$ cat src/rtl/core_hazard_ctrl_if.sv
// Pipeline <-> hazard control bundle: ID/EX/MEM status in, IF/ID/EX steering out.
interface core_hazard_ctrl_if #(
  parameter int unsigned RF_AW = 4
);
  logic             rfa_r;
  logic             rfb_r;
  logic [RF_AW-1:0] rfa_addr;
  logic [RF_AW-1:0] rfb_addr;
  logic             ex_wr;
  logic [RF_AW-1:0] ex_waddr;
  logic             ex_load;
  logic             mem_wr;
  logic [RF_AW-1:0] mem_waddr;
  logic             ex_multi;
  logic             ex_div;
  logic             branch_taken;
  logic             exc_req;
  logic             if_halt;
  logic             id_halt;
  logic             id_flush;
  logic             ex_bubble;
  logic             ex_stall;
  logic [1:0]       fwd_a;
  logic [1:0]       fwd_b;
  logic             exc_ack;

  modport master (
    output rfa_r, rfb_r, rfa_addr, rfb_addr, ex_wr, ex_waddr, ex_load,
           mem_wr, mem_waddr, ex_multi, ex_div, branch_taken, exc_req,
    input  if_halt, id_halt, id_flush, ex_bubble, ex_stall, fwd_a, fwd_b, exc_ack
  );

  modport slave (
    input  rfa_r, rfb_r, rfa_addr, rfb_addr, ex_wr, ex_waddr, ex_load,
           mem_wr, mem_waddr, ex_multi, ex_div, branch_taken, exc_req,
    output if_halt, id_halt, id_flush, ex_bubble, ex_stall, fwd_a, fwd_b, exc_ack
  );
endinterface

$ cat src/rtl/core_hazard_ctrl.sv
// Pipeline hazard/stall/flush control for IF/ID/EX/MEM.
// Optional CORE_HZ_FWD_EN: EX/MEM operand forwarding, stalls only on load-use.
module core_hazard_ctrl #(
  parameter int unsigned RF_AW      = 4,
  parameter int unsigned MUL_CYCLES = 3,
  parameter int unsigned DIV_CYCLES = 16,
  parameter int unsigned CNT_W      = 5
) (
  input logic               clk,
  input logic               rst,
  core_hazard_ctrl_if.slave hz
);

  typedef enum logic [1:0] {RUN = 2'd0, MULT = 2'd1, EXC = 2'd2} state_t;

  localparam logic [CNT_W-1:0] MUL_LAST = CNT_W'(MUL_CYCLES - 1);
  localparam logic [CNT_W-1:0] DIV_LAST = CNT_W'(DIV_CYCLES - 1);
  localparam logic [CNT_W-1:0] CNT_ONE  = CNT_W'(1);
  localparam logic [CNT_W-1:0] CNT_TWO  = CNT_W'(2);

  state_t           state_q, state_d;
  logic [CNT_W-1:0] cnt_q, cnt_d;

  logic [RF_AW-1:0] a_addr, b_addr, x_addr, m_addr;
  logic             hitx_a, hitx_b, hitm_a, hitm_b, hazard;
  logic [1:0]       fwd_a, fwd_b;
  logic             if_halt, id_halt, id_flush, ex_bubble, ex_stall, exc_ack;

  assign a_addr = hz.rfa_addr;
  assign b_addr = hz.rfb_addr;
  assign x_addr = hz.ex_waddr;
  assign m_addr = hz.mem_waddr;

  assign hitx_a = hz.rfa_r && hz.ex_wr  && (a_addr == x_addr);
  assign hitx_b = hz.rfb_r && hz.ex_wr  && (b_addr == x_addr);
  assign hitm_a = hz.rfa_r && hz.mem_wr && (a_addr == m_addr);
  assign hitm_b = hz.rfb_r && hz.mem_wr && (b_addr == m_addr);

  // Operand source select and RAW stall condition
  always_comb begin
`ifdef CORE_HZ_FWD_EN
    fwd_a  = hitx_a ? 2'b01 : (hitm_a ? 2'b10 : 2'b00);
    fwd_b  = hitx_b ? 2'b01 : (hitm_b ? 2'b10 : 2'b00);
    hazard = hz.ex_load && (hitx_a || hitx_b);
`else
    fwd_a  = 2'b00;
    fwd_b  = 2'b00;
    hazard = hitx_a || hitx_b || hitm_a || hitm_b;
`endif
  end

  // Next state and control outputs
  always_comb begin
    state_d   = state_q;
    cnt_d     = cnt_q;
    if_halt   = 1'b0;
    id_halt   = 1'b0;
    id_flush  = 1'b0;
    ex_bubble = 1'b0;
    ex_stall  = 1'b0;
    exc_ack   = 1'b0;

    unique case (state_q)
      RUN: begin
        if (hz.branch_taken) begin
          id_flush  = 1'b1;
          ex_bubble = 1'b1;
        end else if (hz.ex_multi) begin
          cnt_d = hz.ex_div ? DIV_LAST : MUL_LAST;
          if (cnt_d != '0) begin
            if_halt  = 1'b1;
            id_halt  = 1'b1;
            ex_stall = 1'b1;
          end
          // A two-cycle op is fully covered by this cycle's stall.
          if (cnt_d > CNT_ONE) state_d = MULT;
        end else if (hz.exc_req) begin
          if_halt   = 1'b1;
          ex_bubble = 1'b1;
          cnt_d     = CNT_ONE;
          state_d   = EXC;
        end else if (hazard) begin
          if_halt   = 1'b1;
          id_halt   = 1'b1;
          ex_bubble = 1'b1;
        end
      end
      MULT: begin
        if_halt  = 1'b1;
        id_halt  = 1'b1;
        ex_stall = 1'b1;
        if (cnt_q != '0) cnt_d = cnt_q - CNT_ONE;
        if (cnt_q <= CNT_TWO) state_d = RUN;
      end
      EXC: begin
        if_halt   = 1'b1;
        ex_bubble = 1'b1;
        if (cnt_q != '0) begin
          cnt_d = cnt_q - CNT_ONE;
        end else begin
          exc_ack = 1'b1;
          state_d = RUN;
        end
      end
      default: state_d = RUN;
    endcase
  end

  always_ff @(posedge clk) begin
    if (rst) begin
      state_q <= RUN;
      cnt_q   <= '0;
    end else begin
      state_q <= state_d;
      cnt_q   <= cnt_d;
    end
  end

  // Everything is forced quiet while reset is held
  assign hz.if_halt   = !rst && if_halt;
  assign hz.id_halt   = !rst && id_halt;
  assign hz.id_flush  = !rst && id_flush;
  assign hz.ex_bubble = !rst && ex_bubble;
  assign hz.ex_stall  = !rst && ex_stall;
  assign hz.exc_ack   = !rst && exc_ack;
  assign hz.fwd_a     = rst ? 2'b00 : fwd_a;
  assign hz.fwd_b     = rst ? 2'b00 : fwd_b;

endmodule
$ cat src/flat_wrapper.sv
// flat-port wrapper written by rule: the top's interface ports become plain ports
module core_hazard_ctrl_flat 
#(
  parameter int unsigned RF_AW      = 4,
  parameter int unsigned MUL_CYCLES = 3,
  parameter int unsigned DIV_CYCLES = 16,
  parameter int unsigned CNT_W      = 5
)
  (clk, rst, hz_rfa_r, hz_rfb_r, hz_rfa_addr, hz_rfb_addr, hz_ex_wr, hz_ex_waddr, hz_ex_load, hz_mem_wr, hz_mem_waddr, hz_ex_multi, hz_ex_div, hz_branch_taken, hz_exc_req, hz_if_halt, hz_id_halt, hz_id_flush, hz_ex_bubble, hz_ex_stall, hz_fwd_a, hz_fwd_b, hz_exc_ack);
  core_hazard_ctrl_if #(.RF_AW(RF_AW)) hz_i ();
  input logic clk;
  input logic rst;
  input wire logic [$bits(hz_i.rfa_r)-1:0] hz_rfa_r;
  input wire logic [$bits(hz_i.rfb_r)-1:0] hz_rfb_r;
  input wire logic [$bits(hz_i.rfa_addr)-1:0] hz_rfa_addr;
  input wire logic [$bits(hz_i.rfb_addr)-1:0] hz_rfb_addr;
  input wire logic [$bits(hz_i.ex_wr)-1:0] hz_ex_wr;
  input wire logic [$bits(hz_i.ex_waddr)-1:0] hz_ex_waddr;
  input wire logic [$bits(hz_i.ex_load)-1:0] hz_ex_load;
  input wire logic [$bits(hz_i.mem_wr)-1:0] hz_mem_wr;
  input wire logic [$bits(hz_i.mem_waddr)-1:0] hz_mem_waddr;
  input wire logic [$bits(hz_i.ex_multi)-1:0] hz_ex_multi;
  input wire logic [$bits(hz_i.ex_div)-1:0] hz_ex_div;
  input wire logic [$bits(hz_i.branch_taken)-1:0] hz_branch_taken;
  input wire logic [$bits(hz_i.exc_req)-1:0] hz_exc_req;
  output wire logic [$bits(hz_i.if_halt)-1:0] hz_if_halt;
  output wire logic [$bits(hz_i.id_halt)-1:0] hz_id_halt;
  output wire logic [$bits(hz_i.id_flush)-1:0] hz_id_flush;
  output wire logic [$bits(hz_i.ex_bubble)-1:0] hz_ex_bubble;
  output wire logic [$bits(hz_i.ex_stall)-1:0] hz_ex_stall;
  output wire logic [$bits(hz_i.fwd_a)-1:0] hz_fwd_a;
  output wire logic [$bits(hz_i.fwd_b)-1:0] hz_fwd_b;
  output wire logic [$bits(hz_i.exc_ack)-1:0] hz_exc_ack;
  assign hz_i.rfa_r = hz_rfa_r;
  assign hz_i.rfb_r = hz_rfb_r;
  assign hz_i.rfa_addr = hz_rfa_addr;
  assign hz_i.rfb_addr = hz_rfb_addr;
  assign hz_i.ex_wr = hz_ex_wr;
  assign hz_i.ex_waddr = hz_ex_waddr;
  assign hz_i.ex_load = hz_ex_load;
  assign hz_i.mem_wr = hz_mem_wr;
  assign hz_i.mem_waddr = hz_mem_waddr;
  assign hz_i.ex_multi = hz_ex_multi;
  assign hz_i.ex_div = hz_ex_div;
  assign hz_i.branch_taken = hz_branch_taken;
  assign hz_i.exc_req = hz_exc_req;
  assign hz_if_halt = hz_i.if_halt;
  assign hz_id_halt = hz_i.id_halt;
  assign hz_id_flush = hz_i.id_flush;
  assign hz_ex_bubble = hz_i.ex_bubble;
  assign hz_ex_stall = hz_i.ex_stall;
  assign hz_fwd_a = hz_i.fwd_a;
  assign hz_fwd_b = hz_i.fwd_b;
  assign hz_exc_ack = hz_i.exc_ack;
  core_hazard_ctrl #(.RF_AW(RF_AW), .MUL_CYCLES(MUL_CYCLES), .DIV_CYCLES(DIV_CYCLES), .CNT_W(CNT_W)) u_core (.clk(clk), .rst(rst), .hz(hz_i));
endmodule
$ cat config.mk
export PLATFORM = sky130hd
export DESIGN_NAME = core_hazard_ctrl_flat
export DESIGN_NICKNAME = d
export VERILOG_FILES = /design/src/rtl/core_hazard_ctrl_if.sv /design/src/rtl/core_hazard_ctrl.sv /design/src/flat_wrapper.sv
export SDC_FILE = /design/constraint.sdc
export NUM_CORES = 1
export LEC_CHECK = 0
export ABC_CLOCK_PERIOD_IN_PS = 3200
export CORE_MARGIN = 5
export CORE_UTILIZATION = 45
export CTS_BUF_LIST = sky130_fd_sc_hd__clkbuf_4
export DETAILED_ROUTE_END_ITERATION = 6
export PLACE_DENSITY = 0.85
export RECOVER_POWER = 100
export SETUP_SLACK_MARGIN = 0.15
export SYNTH_ARGS = -nofsm -noshare
export SYNTH_HDL_FRONTEND = slang
export SYNTH_SLANG_ARGS = --single-unit
$ cat constraint.sdc
create_clock -name clk -period 3.2 [get_ports clk]
set_input_delay 0.64 -clock clk [delete_from_list [all_inputs] [get_ports clk]]
set_output_delay 0.64 -clock clk [all_outputs]
set_load 0.01 [all_outputs]
==> results.yml <==
grt:
  gr-usage-met3_pct: 5.54
  first_global_vias: 935
  grt_busiest_layer: "met2"
  grt_start_max_net_pins: 12
  antenna_violations_before_repair: 0
  groute.layer.met1.usage_pct: 20.4
  overflow: 0
  groute.layer.met2.usage_pct: 36.7
  grt_pass1_wl_mm: 4.00
  gr-usage-all-layers_pct: 18.8
worst_setup_path:
  worst_ep_arrival_time_ns: 2.37
  critPathSlowestCell: "sky130_fd_sc_hd__dlygate4sd3_1"
  crit_type: "register to output pin"
  r2r_start: "u_core.state_q[0]"
  crit_path_end: "hz_exc_ack"
  regToRegEndpoint: "u_core.cnt_q[2]"
  worst-path-stages: 5
  worstSetupEndpointType: "output pin"
  reg2regPathDepth: 7
  crit_family: "simple AND/OR/NAND/NOR gates"
  cp_slowest_stage_delay_ns: 0.64
  r2r_setup_slack_ns: 1.11
  worst-path-buf-inv: 2
  timing.critical_path.fanout_max: 5
  cp_cell_sequence: "inv_1, ha_1, or4b_1, nor3b_1, dlygate4sd3_1"
  critPathLaunch: "u_core.cnt_q[0]"
  worstPathRequired_ns: 2.56
  crit_path_start_kind: "register"
timing:
  worst-slew-pin-transition_ns: 0.616
  setup-violations-final: 0
  final.period_utilization_pct: 93.9
  finalMaxSlewViolations: 0
  worst_slew_margin_rel_pct: 58.4
  worst_slack_ns: 0.194
  final.min_clock_period_ns: 3.01
  fin_worst_skew_ns: 0.00690
  rsz0062_at_grt: "true"
  timing_hold_violations_final: 0
  fmax_ghz: 0.333
run:
  cap_viol_max_count: 0
placed_design:
  post-place-cells: 169
  dp_hpwl_mm: 1.96
  portBuffers: 31
  dpl_worst_slack_ns: -0.196
  globalplace.congestion: 0.820
power_and_ir_drop:
  share_seq_of_total_power_pct: 25.0
  power_switching_share_pct: 42.2
  leakage_nw: 0.499
  power.share.clock_pct: 17.4
  power.combinational.fraction_pct: 57.6
  peakVddDrop_mv: 0.385
  power.internal_uw: 298
  power_uw: 515
  net-switching-power_uw: 217
  power_per_standard_cell_area_mw_per_mm2: 423
floorplan:
  fp.dieW_um: 53.6
  placementRows: 15
  design.core.area_mm2: 0.00176
  start_util_pct: 48.4
  ios: 37
  die-area_mm2: 0.00287
  chipHeight_um: 53.6
drt:
  drc_errors_left: 0
  routed_via_density: 5.45
  drt_first_pass_iters: 4
  antenna_left: 0
  routedWlPerCell_um: 14.3
  via_count: 943
  drt-initial-drc-count: 26
  drt-total-wl_mm: 2.48
synth:
  yosys_warnings: 0
  synth_seq_cells: 7
  netlist_area_um2: 855
  synth_cells: 112
  syn_avg_cell_area_um2: 7.63
  synth_edf_count: 0
  synth.yosys.seq_area_share_pct: 16.4
  synth.distinct_cells: 37
  synthArstFlopShare_pct: 0
  ys.flop_type: "sky130_fd_sc_hd__dfxtp_1"
clock_network:
  insertion_delay_of_the_later_clocked_pin_in_the_worst_skew_pair_ns: 0.26
  cts_buffers: 3
  clock_root_buffer_master: "sky130_fd_sc_hd__clkbuf_4"
  hold_buffers: 0
  cts.reportedPaths.clkPinSlew_ns: 0.05
  clock_sinks: 7
  clk_buf_depth: 2
  post_cts_buffers: 0
  cts_tree: "done"
  cts_htree_levels: 1
cells_and_area:
  finish.net_count: 183
  antenna_cells: 0
  most_common_library_cell_in_the_layout_ignoring_fill_and_taps: "sky130_fd_sc_hd__clkdlybuf4s50_1"
  final_layout_size_suffix_gt1_share_pct: 11.5
  post_layout_nonfiller_instances: 173
  layout-area-overhead-vs-synth_pct: 42.6
  most_frequent_cells_in_the_layout: "sky130_fd_sc_hd__clkdlybuf4s50_1, sky130_fd_sc_hd__nor2_1, sky130_fd_sc_hd__inv_1, sky130_fd_sc_hd__xor2_1, sky130_fd_sc_hd__a21oi_1"
outcome:
  outcome: "finished, final reports clean"
min_path:
  hold_path.class: "register to register"
-- kinds of logic after synthesis --
group	synth area share, %
other	0.439
XOR/XNOR	13.3
AO/OA/AOI/OAI	25.5
flip-flops	16.4
multiplexers	1.32
buffers and inverters	9.96
adder cells (fa/ha/maj)	10.2
AND/OR/NAND/NOR	22.8
-- synthesized netlist by cell type (3+ instances only) --
cell	instances	area share, %
sky130_fd_sc_hd__o22ai_1	3	2.2
sky130_fd_sc_hd__xor2_1	10	10
sky130_fd_sc_hd__nand2_1	3	1.3
sky130_fd_sc_hd__nor2_1	11	4.8
sky130_fd_sc_hd__a31oi_1	3	2.2
sky130_fd_sc_hd__ha_1	7	10
sky130_fd_sc_hd__a21oi_1	8	4.7
sky130_fd_sc_hd__buf_4	4	3.5
sky130_fd_sc_hd__nand3_1	6	3.5
sky130_fd_sc_hd__nor3_1	4	2.3
sky130_fd_sc_hd__nor4_1	4	2.9
sky130_fd_sc_hd__inv_1	10	4.4
sky130_fd_sc_hd__dfxtp_1	7	16
sky130_fd_sc_hd__xnor2_1	3	3.1
-- final cells by class --
| type | instances | area, um2 |
|---|---|---|
| Timing Repair Buffer | 37 | 338 |
| Inverter | 10 | 37.5 |
| Sequential cell | 7 | 140 |
| Multi-Input combinational cell | 90 | 642 |
| Tap cell | 25 | 31.3 |
| Fill cell | 155 | 546 |
| Clock buffer | 4 | 30.0 |
-- per-layer routing --
metal | wire length (um) | part of all wire (%)
met5 | 0 | 0
met4 | 5 | 0.20
met3 | 126 | 5.1
met2 | 1290 | 52
met1 | 1050 | 43
-- how the worst min path moves through the flow --
stage | start | endpoint | slack [ns] | cells after the start
2_1_floorplan | u_core.cnt_q[4] | u_core.cnt_q[4] | 0.47 | 2
3_3_place_gp | u_core.cnt_q[4] | u_core.cnt_q[4] | 0.49 | 2
3_5_place_dp | u_core.cnt_q[4] | u_core.cnt_q[4] | 0.49 | 2
4_1_cts | u_core.cnt_q[4] | u_core.cnt_q[4] | 0.50 | 2
5_1_grt | u_core.cnt_q[4] | u_core.cnt_q[4] | 0.52 | 2
6_report | u_core.cnt_q[4] | u_core.cnt_q[4] | 0.50 | 2
-- stage by stage --
step / util (%) / TNS, ns / instance area [um2] / hold WS [ns]
CTS: 70.9 / 0 / 1250 / 0.501
global placement: 68.3 / -0.510 / 1200 / 0.487
floorplan: - / 0 / 866 / 0.467
detailed placement: 68.3 / -0.531 / 1200 / 0.493
finish: 69.1 / 0 / 1220 / 0.500
global route: 69.1 / 0 / 1220 / 0.521
-- power groups by stage --
| stage | logic, mW | registers (mW) | clock network, mW |
|---|---|---|---|
| 6_report | 0.297 | 0.129 | 0.0899 |
| 5_1_grt | 0.329 | 0.131 | 0.0968 |
| 4_1_cts | 0.317 | 0.129 | 0.0897 |
| 3_5_place_dp | 0.315 | 0.130 | 0 |
| 3_3_place_gp | 0.308 | 0.128 | 0 |
| 2_1_floorplan | 0.216 | 0.124 | 0 |
-- worst min-delay path, delay by kind of cell (launching register included) --
family           cells  cell delay [ns]
AO/OA/AOI/OAI        1             0.05
flip-flops           1             0.33
AND/OR/NAND/NOR      1             0.06
-- repair_timing --
| item | CTS | global route |
|---|---|---|
| resized for setup | 6 | 7 |
| pin swaps | 0 | 1 |
| endpoints found under the setup margin | 3 | 3 |
-- registers in the layout, indices dropped and copies added (netlist names) --
name,count
u_core.cnt_q,5
u_core.state_q,2
Note: power is estimated with default switching activity, not from simulation.
